$ cat config.mk
export PLATFORM = sky130hd
export DESIGN_NAME = shift_unit
export DESIGN_NICKNAME = d
export VERILOG_FILES = /design/src/rtl/shift_unit.sv
export SDC_FILE = /design/constraint.sdc
export NUM_CORES = 1
export LEC_CHECK = 0
export ABC_AREA = 0
export CORE_ASPECT_RATIO = 1.2
export CORE_MARGIN = 2
export CORE_UTILIZATION = 50
export CTS_BUF_LIST = sky130_fd_sc_hd__clkbuf_16
export CTS_CLUSTER_DIAMETER = 200
export DETAILED_ROUTE_END_ITERATION = 10
export GPL_ROUTABILITY_DRIVEN = 0
export HOLD_SLACK_MARGIN = 0.15
export PLACE_DENSITY = 0.8
export SLEW_MARGIN = 20
export SYNTH_ARGS = -nofsm -noshare
export SYNTH_HDL_FRONTEND = slang
export SYNTH_SLANG_ARGS = --single-unit
$ cat constraint.sdc
create_clock -name clock -period 2.6 [get_ports clock]
set_clock_uncertainty 0.05 [all_clocks]
set_input_delay 0.39 -clock clock [delete_from_list [all_inputs] [get_ports clock]]
set_output_delay 0.39 -clock clock [all_outputs]
set_load 0.01 [all_outputs]
$ cat src/rtl/shift_unit.sv
// Multi-cycle shift/rotate unit (shl, shr, sar, rol) shifting up to STEP bits per cycle with valid/ready on both sides.
// Optional shl overflow tracking is built only when SHIFT_UNIT_OVERFLOW_EN is defined; otherwise overflow is tied to 0.
module shift_unit #(
    parameter int WIDTH     = 12,
    parameter int AMT_WIDTH = 12,
    parameter int STEP      = 1
) (
    input  logic                 clock,
    input  logic                 reset,
    input  logic                 in_valid,
    output logic                 in_ready,
    input  logic [1:0]           in_mode,
    input  logic [WIDTH-1:0]     in_data,
    input  logic [AMT_WIDTH-1:0] in_amount,
    output logic                 out_valid,
    input  logic                 out_ready,
    output logic [WIDTH-1:0]     out_data,
    output logic                 overflow
);

    localparam int REM_W = $clog2(WIDTH + 1);
    localparam int EXT_W = ((AMT_WIDTH > REM_W) ? AMT_WIDTH : REM_W) + 1;

    localparam logic [1:0] MODE_SHL = 2'd0;
    localparam logic [1:0] MODE_SHR = 2'd1;
    localparam logic [1:0] MODE_SAR = 2'd2;
    localparam logic [1:0] MODE_ROL = 2'd3;

    typedef enum logic [1:0] {
        ST_IDLE  = 2'd0,
        ST_SHIFT = 2'd1,
        ST_DONE  = 2'd2
    } state_t;

    state_t               state;
    state_t               state_nxt;
    logic [WIDTH-1:0]     data_r;
    logic [1:0]           mode_r;
    logic [REM_W-1:0]     rem_r;
    logic [REM_W-1:0]     k;
    logic                 accept;

    // Shifts saturate at WIDTH; rotates wrap modulo WIDTH.
    function automatic logic [REM_W-1:0] eff_amount(input logic [1:0] mode,
                                                    input logic [AMT_WIDTH-1:0] amt);
        logic [EXT_W-1:0] a;
        logic [EXT_W-1:0] w;
        a = EXT_W'(amt);
        w = EXT_W'(WIDTH);
        if (mode == MODE_ROL) begin
            return REM_W'(a % w);
        end else if (a > w) begin
            return REM_W'(w);
        end else begin
            return REM_W'(a);
        end
    endfunction

    function automatic logic [REM_W-1:0] step_of(input logic [REM_W-1:0] rem);
        logic [REM_W-1:0] s;
        s = REM_W'(STEP);
        return (rem < s) ? rem : s;
    endfunction

    // One partial shift of k positions; k never exceeds WIDTH, and a shift by WIDTH yields 0.
    function automatic logic [WIDTH-1:0] shift_step(input logic [WIDTH-1:0] data,
                                                    input logic [1:0]       mode,
                                                    input logic [REM_W-1:0] amt);
        logic signed [WIDTH-1:0] sdata;
        logic [REM_W-1:0]        back;
        sdata = signed'(data);
        back  = REM_W'(WIDTH) - amt;
        case (mode)
            MODE_SHL: return data << amt;
            MODE_SHR: return data >> amt;
            MODE_SAR: return unsigned'(sdata >>> amt);
            default:  return (data << amt) | (data >> back);
        endcase
    endfunction

    assign k      = step_of(rem_r);
    assign accept = (state == ST_IDLE) && in_valid;

    always_ff @(posedge clock) begin
        if (reset) begin
            state  <= ST_IDLE;
            data_r <= '0;
            mode_r <= MODE_SHL;
            rem_r  <= '0;
        end else begin
            state <= state_nxt;
            if (accept) begin
                data_r <= in_data;
                mode_r <= in_mode;
                rem_r  <= eff_amount(in_mode, in_amount);
            end else if (state == ST_SHIFT) begin
                data_r <= shift_step(data_r, mode_r, k);
                rem_r  <= rem_r - k;
            end
        end
    end

    // A zero-amount op still passes through SHIFT once, so the result never appears sooner than one cycle.
    always_comb begin
        state_nxt = state;
        in_ready  = 1'b0;
        out_valid = 1'b0;
        case (state)
            ST_IDLE: begin
                in_ready = 1'b1;
                if (in_valid) begin
                    state_nxt = ST_SHIFT;
                end
            end
            ST_SHIFT: begin
                if (rem_r == k) begin
                    state_nxt = ST_DONE;
                end
            end
            ST_DONE: begin
                out_valid = 1'b1;
                if (out_ready) begin
                    state_nxt = ST_IDLE;
                end
            end
            default: state_nxt = ST_IDLE;
        endcase
    end

    assign out_data = data_r;

`ifdef SHIFT_UNIT_OVERFLOW_EN
    logic ovf_r;

    // The top k bits of the working value are the ones about to fall off the MSB end.
    function automatic logic lost_bits(input logic [WIDTH-1:0] data,
                                       input logic [REM_W-1:0] amt);
        logic [REM_W-1:0] back;
        back = REM_W'(WIDTH) - amt;
        return (data >> back) != '0;
    endfunction

    always_ff @(posedge clock) begin
        if (reset) begin
            ovf_r <= 1'b0;
        end else if (accept) begin
            ovf_r <= 1'b0;
        end else if ((state == ST_SHIFT) && (mode_r == MODE_SHL) && lost_bits(data_r, k)) begin
            ovf_r <= 1'b1;
        end
    end

    assign overflow = ovf_r;
`else
    assign overflow = 1'b0;
`endif

endmodule

# Yosys cells after proc, flatten, opt, wreduce, memory -nomap -nowiden
# Index checks and enable logic that the tools add are counted.
[word_totals]
ff_bits = 20
input_bits = 30
[classes]
reduce_logical = 5
magnitude_cmp = 2
addsub = 2
div = 1
eq_ne = 9
shifts = 4
bitwise = 1
muxes = 14
[ops]
columns = ["operator", "count"]
rows = [
  ["12-bit one-hot mux with 3 select lines", 1],
  ["12-bit two-way mux", 2],
  ["12-bit by 4-bit >> shifter with 12-bit output", 2],
  ["4-bit two-way mux", 5],
  ["12-bit by 4-bit remainder unit with 13-bit output (second input constant)", 1],
  ["12-bit by 4-bit greater-than comparator with 1-bit output (second input constant)", 1],
  ["12-bit bitwise OR", 1],
  ["12-bit by 4-bit << shifter with 12-bit output", 1],
  ["12-bit by 4-bit >>> shifter with 12-bit output", 1],
  ["2-bit equality test (second input constant)", 3],
  ["2-bit two-way mux", 3],
  ["2-bit one-hot mux with 3 select lines", 1],
  ["2-bit by 1-bit equality test with 1-bit output (second input constant)", 2],
  ["4-bit equality test", 1],
  ["2-bit zero test", 2],
  ["4-bit by 1-bit < comparator with 1-bit output (second input constant)", 1],
  ["2-bit != test (second input constant)", 2],
  ["4-bit subtractor", 1],
  ["4-bit subtractor (first input constant)", 1],
  ["3-bit AND reduction", 1],
  ["1-bit two-way mux", 2],
  ["2-bit by 1-bit != test with 1-bit output (second input constant)", 1],
  ["2-bit nonzero test", 1],
  ["1-bit logical AND", 1],
]

# Depth between registers and ports, before layout
# Gate-level depths: netlist (run 1).
[depth]
word_depth = 8
depth_mapped = 11
mapped_depth_nobuf = 10

# Least setup slack after synthesis (run 1)
# OpenSTA, ideal clock, no wires.
[synth_path]
path_type = "input-to-reg"
start = "in in_amount[11]"
end = "reg rem_r[2]"
cell_stages = 9
n_path_buf = 2
setup_ps = 103
required_ps = 2447
slack_ps = 289
arrival_ps = 2157
path_cell_list = "buf_6 -> buf_2 -> o211a_1 -> o32ai_2 -> nor2_2 -> and3b_1 -> a2111oi_4 -> a31oi_1 -> a2111oi_2"
[synth_between]
elab_chain_cells = 4
elab_cells_between_ends = 5
cone_classes = "1 x div; 1 x order compare; 3 x mux"
[synth_rtl]
columns = ["element", "line_no", "rtl"]
rows = [
  ["start, declared", "14", "input logic [AMT_WIDTH-1:0] in_amount,"],
  ["branches (longest 2 deep; another with 12-bit by 4-bit remainder unit with 13-bit output)", "n/a", ""],
  ["4-bit two-way mux (*)", "50", "if (mode == MODE_ROL) begin"],
  ["4-bit two-way mux (*)", "92", "if (accept) begin"],
  ["end signal, assigned", "95", "rem_r <= eff_amount(in_mode, in_amount);"],
  ["end signal, assigned", "98", "rem_r <= rem_r - k;"],
  ["end, declared", "39", "logic [REM_W-1:0] rem_r;"],
]
# Mark *: on every way between the ends.
# A chain may end at the register's enable or synchronous reset.

# Worst setup path in the final report (run 1)
[layout_path]
start = "in in_amount[6]"
end = "reg rem_r[2]"
# Same word-level chain as after synthesis.

==> load_flow_metrics.sql, run 1 <==
INSERT INTO impl_metrics (metric_group, metric, value, unit) VALUES
('drt', 'wl_per_cell', '13.5', 'microns'),
('synthesis', 'synth.top_cell.area_share', '0.210', ''),
('timing', 'slew_headroom', '0.627', ''),
('global_route', 'grt_start_max_net_pins', '14', ''),
('synthesis', 'post_synthesis_net_count', '301', ''),
('synthesis', 'ys_seq_area_frac', '0.210', ''),
('global_route', 'first_global_vias', '2020', ''),
('drt', 'drt-vias-per-instance', '5.73', ''),
('global_route', 'grt_util_all_layers', '0.234', ''),
('synthesis', 'syn-cell-area', '1900', 'sq um'),
('power_and_ir_drop', 'static-leakage-power', '1.01', 'nW'),
('timing', 'final_hold_viol_count', '0', ''),
('timing', 'final-max-slew-violation-count', '0', ''),
('synthesis', 'dominantRegCellSynth', 'sky130_fd_sc_hd__dfxtp_1', ''),
('run_status', 'result_of_the_run', 'finished, final reports clean', ''),
('drt', 'detail_route.wirelength', '4980', 'microns'),
('timing', 'timing.setup.tns', '0', 'ps'),
('synthesis', 'synthTopCellsByCount', 'sky130_fd_sc_hd__nand2_1 (41), sky130_fd_sc_hd__a21oi_1 (28), sky130_fd_sc_hd__nor2_1 (27)', ''),
('final_layout', 'area.growth.synth_to_final', '35.7', '%'),
('timing', 'achievable-frequency', '416', 'MHz'),
('timing', 'fin_hold_ws', '447', 'ps'),
('floorplan', 'die-height', '71.6', 'microns'),
('final_layout', 'design.final.nets', '351', ''),
('worst_setup_path', 'timing.setup.critical_path_class', 'primary input to register', ''),
('synthesis', 'synth_cell_types', '59', ''),
('drt', 'dr.pass1.iters', '4', ''),
('place', 'portBuffers', '43', ''),
('synthesis', 'ys_ff_latch', '20', ''),
('floorplan', 'placement_rows', '24', ''),
('final_layout', 'antennaDiodeCount', '0', ''),
('worst_setup_path', 'critPathBufInv', '3', ''),
('synthesis', 'post-synth-top-area-cell', 'sky130_fd_sc_hd__dfxtp_1', ''),
('floorplan', 'io_pins', '45', ''),
('floorplan', 'die-area', '4320', 'sq um'),
('worst_setup_path', 'timing.critical_path.slowest_stage_cell', 'sky130_fd_sc_hd__or3_1', ''),
('floorplan', 'die_x', '60.3', 'microns'),
('cts', 'clock_tree_from_tritoncts', 'done', ''),
('worst_setup_path', 'worstPathRequired', '2700', 'ps'),
('place', 'place_inst', '364', ''),
('worst_setup_path', 'crit_top_cell', 'sky130_fd_sc_hd__buf_4', ''),
('worst_setup_path', 'crit_path_max_fanout', '6', ''),
('worst_setup_path', 'critical_path.max_stage_delay', '400', 'ps'),
('timing', 'rsz0062_at_grt', 'false', ''),
('drt', 'route.detailed.drc', '0', ''),
('power_and_ir_drop', 'pwr_density_cell', '540', 'nW/um^2'),
('floorplan', 'floorplan.core_area', '3630', 'sq um'),
('drt', 'route.vias.total', '2114', ''),
('cts', 'cts_buffers', '3', ''),
('synthesis', 'proportion_of_synthesized_flip_flops_having_asynchronous_set_or_reset', '0', ''),
('global_route', 'grt_overflow', '0', ''),
('synthesis', 'syn_area_per_cell', '7.11', 'sq um'),
('final_layout', 'drive_above_1_share', '0.161', ''),
('cts', 'cts_buffer_depth', '2', ''),
('worst_setup_path', 'critical_path.endpoint_type', 'register', ''),
('final_layout', 'fillerInstances', '299', ''),
('timing', 'timing.final.crit_share', '0.926', ''),
('power_and_ir_drop', 'total_power', '1.39', 'mW'),
('worst_setup_path', 'timing.critical_path.cells', 'dlygate4sd2_1 > buf_4 > and4bb_2 > o21ai_0 > a21oi_2 > or3_1 > o31ai_1 > buf_4 > a2111oi_4 > and4_1 > a2111oi_2', ''),
('synthesis', 'yosysWarnings', '0', ''),
('cts', 'clock_tree.htree_level_count', '1', ''),
('final_layout', 'final_area', '2580', 'sq um'),
('worst_setup_path', 'critical_path.top_delay_family', 'simple AND/OR/NAND/NOR gates', ''),
('worst_setup_path', 'crit_start_category', 'primary input', ''),
('timing', 'setup_ws', '194', 'ps'),
('cts', 'worstSkewPairLatency', '250', 'ps'),
('worst_setup_path', 'cp_data_arrival_time', '2510', 'ps'),
('final_layout', 'finalNonFillerCells', '369', ''),
('power_and_ir_drop', 'worst_ir_drop_vdd', '228', 'uV'),
('global_route', 'antenna_violations_before_repair', '0', ''),
('timing', 'final_critical_delay_including_setup_and_external_delays', '2410', 'ps'),
('drt', 'dr.first_iter.drc_count', '96', '');
[where the power goes]
part / internal [mW] / switching [mW] / leakage, nW / total [mW]
Sequential: 0.356 / 0.0588 / 0.165 / 0.415
Combinational: 0.315 / 0.345 / 0.805 / 0.660
Clock: 0.205 / 0.114 / 0.0385 / 0.319
Total: 0.876 / 0.518 / 1.01 / 1.39
[cell families (layout without fill, tap and decap cells)]
group | Yosys count | after routing | share of synthesized area
AND/OR/NAND/NOR | 122 | 122 | 0.319
XOR/XNOR | 7 | 7 | 0.0322
multiplexers | 6 | 6 | 0.0315
AO/OA/AOI/OAI | 81 | 81 | 0.313
buffers and inverters | 27 | 76 | 0.0703
adder cells (fa/ha/maj) | 3 | 3 | 0.0197
other | 2 | 2 | 0.00394
flip-flops | 20 | 20 | 0.210
[path summary, 6_finish.rpt]
check / startpoint / end / slack, ps / depth (start not counted)
worst max-delay path: in_amount[6] / rem_r[2]$_SDFFE_PP0P_ / 190 / 11
worst min register to register: mode_r[1]$_SDFFE_PP0P_ / mode_r[1]$_SDFFE_PP0P_ / 450 / 2
worst max register to register: mode_r[0]$_SDFFE_PP0P_ / out_data[3]$_SDFFE_PP0P_ / 680 / 6
worst min-delay path: mode_r[1]$_SDFFE_PP0P_ / mode_r[1]$_SDFFE_PP0P_ / 450 / 2
[cell type report]
| class | count | area, sq um | area share |
|---|---|---|---|
| clock buffer | 3 | 75.1 | 0.0291 |
| clock inverter | 1 | 3.75 | 0.00145 |
| inverter | 7 | 26.3 | 0.0102 |
| multi-input combinational | 221 | 1430 | 0.553 |
| sequential | 20 | 400 | 0.155 |
| tap | 52 | 65.1 | 0.0252 |
| timing repair buffer | 65 | 584 | 0.226 |
[state kept, by name, summed over array words and instances, names as in the netlist]
signal	flops
state	2
out_data	12
rem_r	4
mode_r	2
[cells in the final DEF, fill, tap and decap left out, types with 4 or more instances in the layout]
master,synthesis,final
sky130_fd_sc_hd__nor2_1,27,27
sky130_fd_sc_hd__nand3_1,9,9
sky130_fd_sc_hd__o21ai_0,8,8
sky130_fd_sc_hd__a21oi_1,28,25
sky130_fd_sc_hd__nand2_1,41,41
sky130_fd_sc_hd__nor2b_1,8,7
sky130_fd_sc_hd__inv_1,6,5
sky130_fd_sc_hd__a22oi_1,5,5
sky130_fd_sc_hd__dfxtp_1,20,20
sky130_fd_sc_hd__o211ai_1,4,4
sky130_fd_sc_hd__buf_4,2,22
sky130_fd_sc_hd__a311oi_1,4,4
sky130_fd_sc_hd__mux2i_1,6,6
sky130_fd_sc_hd__nor3_1,12,11
sky130_fd_sc_hd__clkdlybuf4s50_1,0,37
sky130_fd_sc_hd__xor2_1,6,6
[repair_timing]
action / 4_1_cts / 5_1_grt
endpoints found under the setup margin: 2 / 2
resized for setup: 6 / 18
hold buffers: 0 / 0
pin swaps: 1 / 3
buffers inserted: 1 / 0
[worst reg2reg max path: stages, from the launching register on]
cell                       delay [ps]
sky130_fd_sc_hd__dfxtp_1          380
sky130_fd_sc_hd__xor2_1           480
sky130_fd_sc_hd__clkinv_1         420
sky130_fd_sc_hd__nand2_1          160
sky130_fd_sc_hd__nand2_1           50
sky130_fd_sc_hd__o221ai_1         140
sky130_fd_sc_hd__a21oi_1           90
[metal layers]
layer | wire (microns) | global-route usage | share of wire
met1 | 2180 | 0.277 | 0.44
met2 | 2530 | 0.414 | 0.51
met3 | 210 | 0.0235 | 0.042
met4 | 60 | 0.0988 | 0.012
met5 | 0 | 0 | 0
(Power assumes the default switching activity.)
==> inputs of run 2 (changes only) <==
ABC_AREA = not set   (was 0)
==> results of run 2 <==
The final DEF is identical to that of run 1; final timing and power are the same.
